### src/rtl/l2_set_wb_pkg.sv
// Shared L2 types and constants for the set write-back path.
// Also carries the write-back FSM encoding and a one-hot way helper.
package l2_set_wb_pkg;

    localparam int L2_WAYS        = 8;
    localparam int WORDS_PER_LINE = 4;
    localparam int L2_SET_BITS    = 8;
    localparam int WAY_BITS       = $clog2(L2_WAYS);
    localparam int BITS_PER_WORD  = 32;
    localparam int L2_TAG_BITS    = 20;
    localparam int HPROT_WIDTH    = 1;
    localparam int STATE_BITS     = 3;

    typedef logic [BITS_PER_WORD*WORDS_PER_LINE-1:0] line_t;
    typedef logic [L2_TAG_BITS-1:0]                  l2_tag_t;
    typedef logic [HPROT_WIDTH-1:0]                  hprot_t;
    typedef logic [STATE_BITS-1:0]                   state_t;
    typedef logic [L2_SET_BITS-1:0]                  l2_set_t;
    typedef logic [WAY_BITS-1:0]                     l2_way_t;
    typedef logic [L2_WAYS-1:0]                      l2_way_mask_t;

    typedef enum logic [1:0] {
        IDLE  = 2'd0,
        WRITE = 2'd1,
        DONE  = 2'd2
    } l2_wb_state_t;

    function automatic l2_way_mask_t way_onehot(input l2_way_t way);
        way_onehot = {{(L2_WAYS-1){1'b0}}, 1'b1} << way;
    endfunction

endpackage

### src/rtl/l2_way_prio_enc.sv
// Lowest-set-bit encoder over a way mask; shared with victim selection.
// idx reads 0 when no bit is set, so any_set must qualify it.
module l2_way_prio_enc
    import l2_set_wb_pkg::*;
(
    input  logic [L2_WAYS-1:0]  mask,
    output logic [WAY_BITS-1:0] idx,
    output logic                any_set
);

    // scan from the top so the lowest set bit is the last to win
    always_comb begin
        idx     = {WAY_BITS{1'b0}};
        any_set = |mask;
        for (int i = L2_WAYS - 1; i >= 0; i--) begin
            idx = mask[i] ? l2_way_t'(i) : idx;
        end
    end

endmodule

### src/rtl/l2_set_wb.sv
// Serialises a modified L2 set snapshot into the localmem write port,
// one masked way per accepted write, in ascending way order.
module l2_set_wb
    import l2_set_wb_pkg::*;
(
    input  logic                                   clk,
    input  logic                                   rst,
    input  logic                                   wb_req_valid,
    output logic                                   wb_req_ready,
    input  l2_set_t                                wb_req_set,
    input  l2_way_mask_t                           wb_req_way_mask,
    input  line_t   [L2_WAYS-1:0]                  wb_req_line,
    input  l2_tag_t [L2_WAYS-1:0]                  wb_req_tag,
    input  hprot_t  [L2_WAYS-1:0]                  wb_req_hprot,
    input  state_t  [L2_WAYS-1:0][WORDS_PER_LINE-1:0] wb_req_state,
    output logic                                   lmem_wr_en,
    input  logic                                   lmem_wr_ready,
    output l2_set_t                                lmem_wr_set,
    output l2_way_t                                lmem_wr_way,
    output line_t                                  lmem_wr_line,
    output l2_tag_t                                lmem_wr_tag,
    output hprot_t                                 lmem_wr_hprot,
    output state_t  [WORDS_PER_LINE-1:0]           lmem_wr_state,
    output logic                                   wb_busy,
    output logic                                   wb_done
);

    l2_wb_state_t                              state_r;
    l2_way_mask_t                              pending_r;
    l2_set_t                                   set_r;
    line_t   [L2_WAYS-1:0]                     line_r;
    l2_tag_t [L2_WAYS-1:0]                     tag_r;
    hprot_t  [L2_WAYS-1:0]                     hprot_r;
    state_t  [L2_WAYS-1:0][WORDS_PER_LINE-1:0] wstate_r;
    logic                                      ready_r;
    logic                                      wr_en_r;
    logic                                      busy_r;
    logic                                      done_r;

    l2_way_t                                   cur_way_s;
    logic                                      any_set_s;
    l2_way_mask_t                              pending_clr_s;

    l2_way_prio_enc u_way_prio_enc (
        .mask    (pending_r),
        .idx     (cur_way_s),
        .any_set (any_set_s)
    );

    // pending mask as it would look once the current way is accepted
    always_comb begin
        pending_clr_s = pending_r & ~way_onehot(cur_way_s);
    end

    // write-back FSM, snapshot capture and registered handshake flags
    always_ff @(posedge clk) begin
        if (rst) begin
            state_r   <= IDLE;
            pending_r <= {L2_WAYS{1'b0}};
            set_r     <= {L2_SET_BITS{1'b0}};
            line_r    <= '0;
            tag_r     <= '0;
            hprot_r   <= '0;
            wstate_r  <= '0;
            ready_r   <= 1'b1;
            wr_en_r   <= 1'b0;
            busy_r    <= 1'b0;
            done_r    <= 1'b0;
        end else begin
            case (state_r)
                IDLE: begin
                    if (wb_req_valid) begin
                        set_r     <= wb_req_set;
                        pending_r <= wb_req_way_mask;
                        line_r    <= wb_req_line;
                        tag_r     <= wb_req_tag;
                        hprot_r   <= wb_req_hprot;
                        wstate_r  <= wb_req_state;
                        ready_r   <= 1'b0;
                        busy_r    <= 1'b1;
                        if (wb_req_way_mask != {L2_WAYS{1'b0}}) begin
                            state_r <= WRITE;
                            wr_en_r <= 1'b1;
                        end else begin
                            state_r <= DONE;
                            done_r  <= 1'b1;
                        end
                    end else begin
                        state_r <= IDLE;
                    end
                end
                WRITE: begin
                    if (lmem_wr_ready) begin
                        pending_r <= pending_clr_s;
                        if (pending_clr_s == {L2_WAYS{1'b0}}) begin
                            state_r <= DONE;
                            wr_en_r <= 1'b0;
                            done_r  <= 1'b1;
                        end else begin
                            state_r <= WRITE;
                        end
                    end else begin
                        state_r <= WRITE;
                    end
                end
                DONE: begin
                    state_r <= IDLE;
                    done_r  <= 1'b0;
                    busy_r  <= 1'b0;
                    ready_r <= 1'b1;
                end
                default: begin
                    state_r   <= IDLE;
                    pending_r <= {L2_WAYS{1'b0}};
                    ready_r   <= 1'b1;
                    wr_en_r   <= 1'b0;
                    busy_r    <= 1'b0;
                    done_r    <= 1'b0;
                end
            endcase
        end
    end

    // write port payload: muxed from the snapshot, forced to zero when idle
    always_comb begin
        lmem_wr_set   = {L2_SET_BITS{1'b0}};
        lmem_wr_way   = {WAY_BITS{1'b0}};
        lmem_wr_line  = '0;
        lmem_wr_tag   = '0;
        lmem_wr_hprot = '0;
        lmem_wr_state = '0;
        if (wr_en_r && any_set_s) begin
            lmem_wr_set   = set_r;
            lmem_wr_way   = cur_way_s;
            lmem_wr_line  = line_r[cur_way_s];
            lmem_wr_tag   = tag_r[cur_way_s];
            lmem_wr_hprot = hprot_r[cur_way_s];
            lmem_wr_state = wstate_r[cur_way_s];
        end else begin
            lmem_wr_way   = {WAY_BITS{1'b0}};
        end
    end

    assign wb_req_ready = ready_r;
    assign lmem_wr_en   = wr_en_r;
    assign wb_busy      = busy_r;
    assign wb_done      = done_r;

endmodule
### config.mk
export PLATFORM = sky130hd
export DESIGN_NAME = l2_set_wb
export DESIGN_NICKNAME = d
export VERILOG_FILES = /design/src/rtl/l2_set_wb_pkg.sv /design/src/rtl/l2_way_prio_enc.sv /design/src/rtl/l2_set_wb.sv
export SDC_FILE = /design/constraint.sdc
export NUM_CORES = 2
export LEC_CHECK = 0
export CORE_AREA = 2 2 579 581
export CTS_CLUSTER_SIZE = 28
export DETAILED_ROUTE_END_ITERATION = 16
export DIE_AREA = 0 0 581 583
export PLACE_DENSITY_LB_ADDON = 0.3
export RECOVER_POWER = 100
export REMOVE_ABC_BUFFERS = 1
export SLEW_MARGIN = 20
export SYNTH_ARGS = -nofsm -noshare
export SYNTH_HDL_FRONTEND = slang
export SYNTH_SLANG_ARGS = --single-unit
### constraint.sdc
create_clock -name clk -period 4.3 [get_ports clk]
set_clock_uncertainty 0.1 [all_clocks]
set_input_delay 0.645 -clock clk [delete_from_list [all_inputs] [get_ports clk]]
set_output_delay 0.645 -clock clk [all_outputs]
set_load 0.05 [all_outputs]
==> After elaboration in Yosys (flattened, before gate mapping) <==
Cells that the tools add are included.
{ "word_totals": {"regBits": 1310, "out_inout_bits": 176} }
{ "op_classes": {"n_reduce_logical": 10, "n_bitwise": 4, "n_eq_ne": 7, "shift": 1, "n_mux": 44, "order_cmp": 1} }
{ "ops": {"columns": ["cell", "count"], "rows": [
  ["128-bit binary-select mux with 3-bit select", 1],
  ["128-bit two-way mux", 2],
  ["20-bit binary-select mux with 3-bit select", 1],
  ["20-bit two-way mux", 2],
  ["12-bit binary-select mux with 3-bit select", 1],
  ["3-bit two-way mux", 9],
  ["12-bit two-way mux", 2],
  ["8-bit two-way mux", 3],
  ["8-bit case mux with 3 select lines", 1],
  ["1-bit two-way mux", 12],
  ["2-bit != test (second input constant)", 5],
  ["8-bit bitwise AND", 1],
  ["8-bit zero test", 1],
  ["2-bit two-way mux", 4],
  ["8-bit inverter", 1],
  ["8-bit nonzero test", 1],
  ["8-bit OR reduction", 1],
  ["1-bit by 3-bit << shifter with 8-bit output (first input constant)", 1],
  ["1-bit case mux with 2 select lines", 3],
  ["5-bit AND reduction", 1],
  ["3-bit by 4-bit < comparator with 1-bit output (second input constant)", 1],
  ["2-bit case mux with 2 select lines", 1],
  ["2-bit AND reduction", 2],
  ["4-bit AND reduction", 1],
  ["8 further kinds", 9]
]} }

==> Depth between registers and ports, before layout <==
{ "depth": {"depth_word": 15, "depth_mapped": 11, "ltp_nobuf": 5} }

==> Cells and area by module <==
A second synthesis with hierarchy kept.
{ "unflattened": {"hier_cells": 6501, "hier_area_um2": 55399.4} }
{ "modules_own_cells": {"columns": ["module", "seq_area_each_um2", "cells_per_inst", "area_per_inst_um2", "instances"], "rows": [
  ["l2_set_wb", 26225.2, 6488, 55319.3, 1],
  ["l2_way_prio_enc", 0.0, 13, 80.1, 1]
]} }

==> Least setup slack after synthesis <==
No wires, ideal clock.
{ "synth_path": {"kind": "register to output", "start": "register pending_r[5]", "end": "output port lmem_wr_line[126]", "arrival_time_ps": 2838, "setup_slack_ps": 717, "path_stages_with_launch": 11, "n_path_buf": 5, "path_cell_list": "dfxtp_1 > buf_4 > or2_0 > buf_2 > o211ai_1 > buf_2 > buf_4 > buf_4 > mux2_1 > o32ai_1 > o31ai_1"} }
{ "synth_between": {"elab_chain_len": 9} }
{ "synth_lines": {"columns": ["element", "line", "rtl"], "rows": [
  ["from (decl)", "l2_set_wb.sv:29", "l2_way_mask_t pending_r;"],
  ["from (signal assigned)", "l2_set_wb.sv:59", "pending_r <= {L2_WAYS{1'b0}};"],
  ["from (signal assigned)", "l2_set_wb.sv:74", "pending_r <= wb_req_way_mask;"],
  ["from (signal assigned)", "l2_set_wb.sv:94", "pending_r <= pending_clr_s;"],
  ["3-bit two-way mux (6 in series)", "l2_way_prio_enc.sv:16", "idx = mask[i] ? l2_way_t'(i) : idx;"],
  ["128-bit binary-select mux with 3-bit select", "l2_set_wb.sv:135", "lmem_wr_line = line_r[cur_way_s];"],
  ["128-bit two-way mux (not written as such)", "l2_set_wb.sv:135", null],
  ["128-bit two-way mux (*)", "l2_set_wb.sv:132", "if (wr_en_r && any_set_s) begin"],
  ["to (decl)", "l2_set_wb.sv:20", "output line_t lmem_wr_line,"]
]} }
Mark *: on every way between the ends. The rest lies on a longest branch, timed or not. The select of a mux whose other input is x is not followed.

==> Worst setup path after layout <==
{ "layout_path": {"start": "register pending_r[5]", "end": "output port lmem_wr_line[27]"} }
Same word-level chain as after synthesis.

==> flow_metrics.env <==
export IMPL_crit_reg2reg_launch="state_r[0]$_SDFF_PP0_"
export IMPL_tightest_slew_ps=2769
export IMPL_nNetsFinal=10000
export IMPL_crit_path_max_fanout=69
export IMPL_cts_root_buf="clkbuf_16"
export IMPL_reg2reg_to="wstate_r[52]$_SDFFE_PP0P_"
export IMPL_cts_tree="built"
export IMPL_hold_path_depth=2
export IMPL_drive_gt1_share_pct=12.11
export IMPL_worst_slack_ps=-49.25
export IMPL_ys_warn_count=0
export IMPL_critPathKind="reg2out"
export IMPL_ir_worst_vdd_v=0.0002832
export IMPL_cts_hold_buf=0
export IMPL_syn_area_per_cell_sq_um=7.724
export IMPL_place_congestion=0.8621
export IMPL_crit_family="compound AO/OA/AOI/OAI gates"
export IMPL_hold_end="line_r[275]$_SDFFE_PP0P_"
export IMPL_io_pins=1484
export IMPL_grt_max_degree=138
export IMPL_path_cells="or2_4 -> o211a_4 -> buf_12 -> o2111ai_1 -> o2111ai_1 -> a22oi_2 -> buf_12"
export IMPL_placed_cell_area_sq_um=79860
export IMPL_finalSetupTns_ps=-83.73
export IMPL_area_delta_synth_final_pct=48.81
export IMPL_place_detailed_hpwl_microns=237700
export IMPL_grtUsageTotal_pct=18.34
export IMPL_synth_fa_ha_area_share_pct=0.01725
export IMPL_port_buffers=1483
export IMPL_slew_headroom_pct=-84.58
export IMPL_die_w_microns=581
export IMPL_cp_slowest_cell="o2111ai_1"
export IMPL_min_delay_start="rst"
export IMPL_start_kind="flip-flop"
export IMPL_violations="capacitance limit, slew limit, setup timing"
export IMPL_viasPerCell=4.598
export IMPL_die_y_microns=583
export IMPL_rr_worst_depth=5
export IMPL_finalHoldViolCount=0
export IMPL_wl_per_cell_microns=24.65
export IMPL_initial_core_util_pct=17.46
export IMPL_drc=0
export IMPL_clk_pin_slew_ps=60
export IMPL_worst_hold_slack_ps=237.4
export IMPL_drt_antenna_violating_nets=0
export IMPL_rows=212
export IMPL_synth_compound_area_share_pct=24.53
export IMPL_synth_xor_area_share_pct=0
export IMPL_slew_viol_final=87
export IMPL_dieArea_sq_um=338700
export IMPL_ys_ff_latch=1310
export IMPL_reg2reg_slack_ps=160
export IMPL_p_per_area_nw_per_um2=461.6
export IMPL_synth_top_family_by_area="compound AO/OA/AOI/OAI gates"
export IMPL_instances_no_fill=13290
export IMPL_outcome="finished, violations left"
export IMPL_final_seq_area_sq_um=26240
export IMPL_dp_slack_ps=144.6
export IMPL_routed_wl_microns=327500
export IMPL_htreeDepth=4
export IMPL_slowest_delay_ps=700
export IMPL_hp_class="in2reg"
export IMPL_crit_buf_inv=2
export IMPL_fmax_mhz=229.9
export IMPL_endpoint_kind="output pin"
export IMPL_drt_iter0_markers=4712
export IMPL_grt_pass1_wl_microns=453800
export IMPL_max_cap_violations=4
export IMPL_dpl_cell_count=12880
export IMPL_first_pass_iters=5
export IMPL_syn_area_sq_um=58030
export IMPL_grt_overflow=0
export IMPL_synth_cell_types=47
export IMPL_num_fill_cells=36640
export IMPL_synthSimpleGateAreaFrac_pct=20.73
export IMPL_yosysSeqAreaShare_pct=45.19
export IMPL_grt_pass1_vias=59140
export IMPL_critPathArrivalTime_ps=3600
export IMPL_p_leak_nw=30.31
export IMPL_detailroute_via_count=61090
export IMPL_synthCells=7513
export IMPL_cts_sinks=1310
export IMPL_design_area_sq_um=86360
export IMPL_min_period_over_period_pct=101.1
export IMPL_synth_area_mux_share_pct=3.144
export IMPL_cp_required_ps=3560
export IMPL_cts_buffer_depth=4
export IMPL_clk_insertion_delay_late_ps=830
export IMPL_setup_viol=3
export IMPL_multi_input_area_sq_um=28780
export IMPL_core_area_sq_um=332400
export IMPL_numCtsBuffers=168
export IMPL_antenna_found_initial=139
export IMPL_fin_crit_ps=4349
==> cells by family (layout without fill, tap and decap cells) <==
| logic type | after synthesis | after routing |
|---|---|---|
| adder cells (fa/ha/maj) | 1 | 1 |
| AO/OA/AOI/OAI | 2140 | 2140 |
| flip-flops | 1310 | 1310 |
| buffers and inverters | 928 | 2233 |
| AND/OR/NAND/NOR | 2972 | 2972 |
| other | 0 | 81 |
| multiplexers | 162 | 162 |
==> power breakdown <==
| group | internal [W] | leakage, nW | total, W | switching, W |
|---|---|---|---|---|
| combinational | 0.00463 | 16.8 | 0.0118 | 0.00716 |
| clock | 0.00838 | 2.70 | 0.0144 | 0.00601 |
| sequential | 0.0131 | 10.8 | 0.0137 | 0.000591 |
| total | 0.0261 | 30.3 | 0.0399 | 0.0138 |
==> flip-flops by register name, indices dropped and copies added, names as in the netlist <==
register / flops
hprot_r: 8
line_r: 1024
lmem_wr_en: 1
pending_r: 8
set_r: 8
state_r: 2
tag_r: 160
wb_busy: 1
wb_done: 1
wb_req_ready: 1
wstate_r: 96
==> layout by cell type, fill, tap and decap left out, types with 46 or more instances in the layout <==
master	count
o2111ai_1	450
a22oi_1	107
buf_12	209
clkbuf_1	46
a22oi_2	58
nand2_1	2600
dfxtp_1	1303
a21oi_1	1301
buf_4	162
or3_1	323
clkbuf_16	172
clkdlybuf4s50_1	1314
mux2_2	146
o221ai_2	106
o221ai_1	52
inv_1	165
diode_2	81
==> worst max-delay path by stage <==
stage | start | endpoint | slack [ps] | cells after the start
6_report | pending_r[5]$_SDFFE_PP0P_ | lmem_wr_line[27] | -50 | 7
5_1_grt | pending_r[5]$_SDFFE_PP0P_ | lmem_wr_line[75] | -30 | 9
3_5_place_dp | pending_r[3]$_SDFFE_PP0P_ | lmem_wr_tag[11] | 140 | 9
3_3_place_gp | pending_r[3]$_SDFFE_PP0P_ | lmem_wr_tag[11] | 150 | 9
2_1_floorplan | state_r[0]$_SDFF_PP0_ | pending_r[3]$_SDFFE_PP0P_ | -71510 | 5
4_1_cts | pending_r[7]$_SDFFE_PP0P_ | lmem_wr_line[54] | -20 | 9
==> cell usage after synthesis, drive strengths merged <==
cell     number  area [sq um]
a21boi        2         15.01
a211oi        1         7.510
nand3         1         5.000
or4           3         22.52
or2           2         12.52
o221a         1         11.26
nor2b         1         6.260
and2          9         56.30
nor3          4         20.02
o311a         1         10.01
o31ai         2         15.01
nor4          3         25.02
clkbuf      685          2571
a22oi       165          1239
o31a          1         8.760
o32ai         1         8.760
mux2        162          1824
nor2         21         78.83
o21ai         9         45.04
or3         323          2021
nand2      2603          9771
maj3          1         10.01
o2111ai     482          4222
nand2b        1         6.260
a21o          2         15.01
dfxtp      1310         26230
o211a         3         30.03
buf          77         514.2
o221ai      161          2036
o211ai        1         7.510
o21a          1         7.510
a21oi      1302          6516
inv         166         623.1
a32oi         1         8.760
nor3b         1         7.510
a311oi        1         8.760
a31oi         2         12.51
a31o          1         8.760
==> final cells by class <==
type,count,area share [%]
timing repair buffer,1773,22.64
tap,4387,6.356
inverter,166,0.7302
sequential,1310,30.39
multi-input combinational,5275,33.33
clock inverter,57,0.7389
clock buffer,237,5.588
antenna,81,0.2347
==> routing by layer <==
metal  track usage (%)  wire length [microns]  up-vias
li1                  -                      -    28590
met1             23.63                 138100    29720
met2             29.81                 151900     2177
met3             4.542                  26670      504
met4             5.980                  10090      110
met5                 0                    697        -
==> stage by stage <==
step | utilization [%] | total power, W
global placement | 24.03 | 0.02525
global route | 25.96 | 0.04146
floorplan | - | 0.01858
CTS | 26.00 | 0.04042
detailed placement | 24.03 | 0.02528
finish | 25.98 | 0.03986
==> repair_timing <==
item                                    in CTS  in global routing
endpoints found under the setup margin     170                 60
buffers inserted                            17                  3
pin swaps                                    7                  1
gates resized for setup                    124                 35
gates cloned                                 9                  3
(Power assumes the default switching activity.)
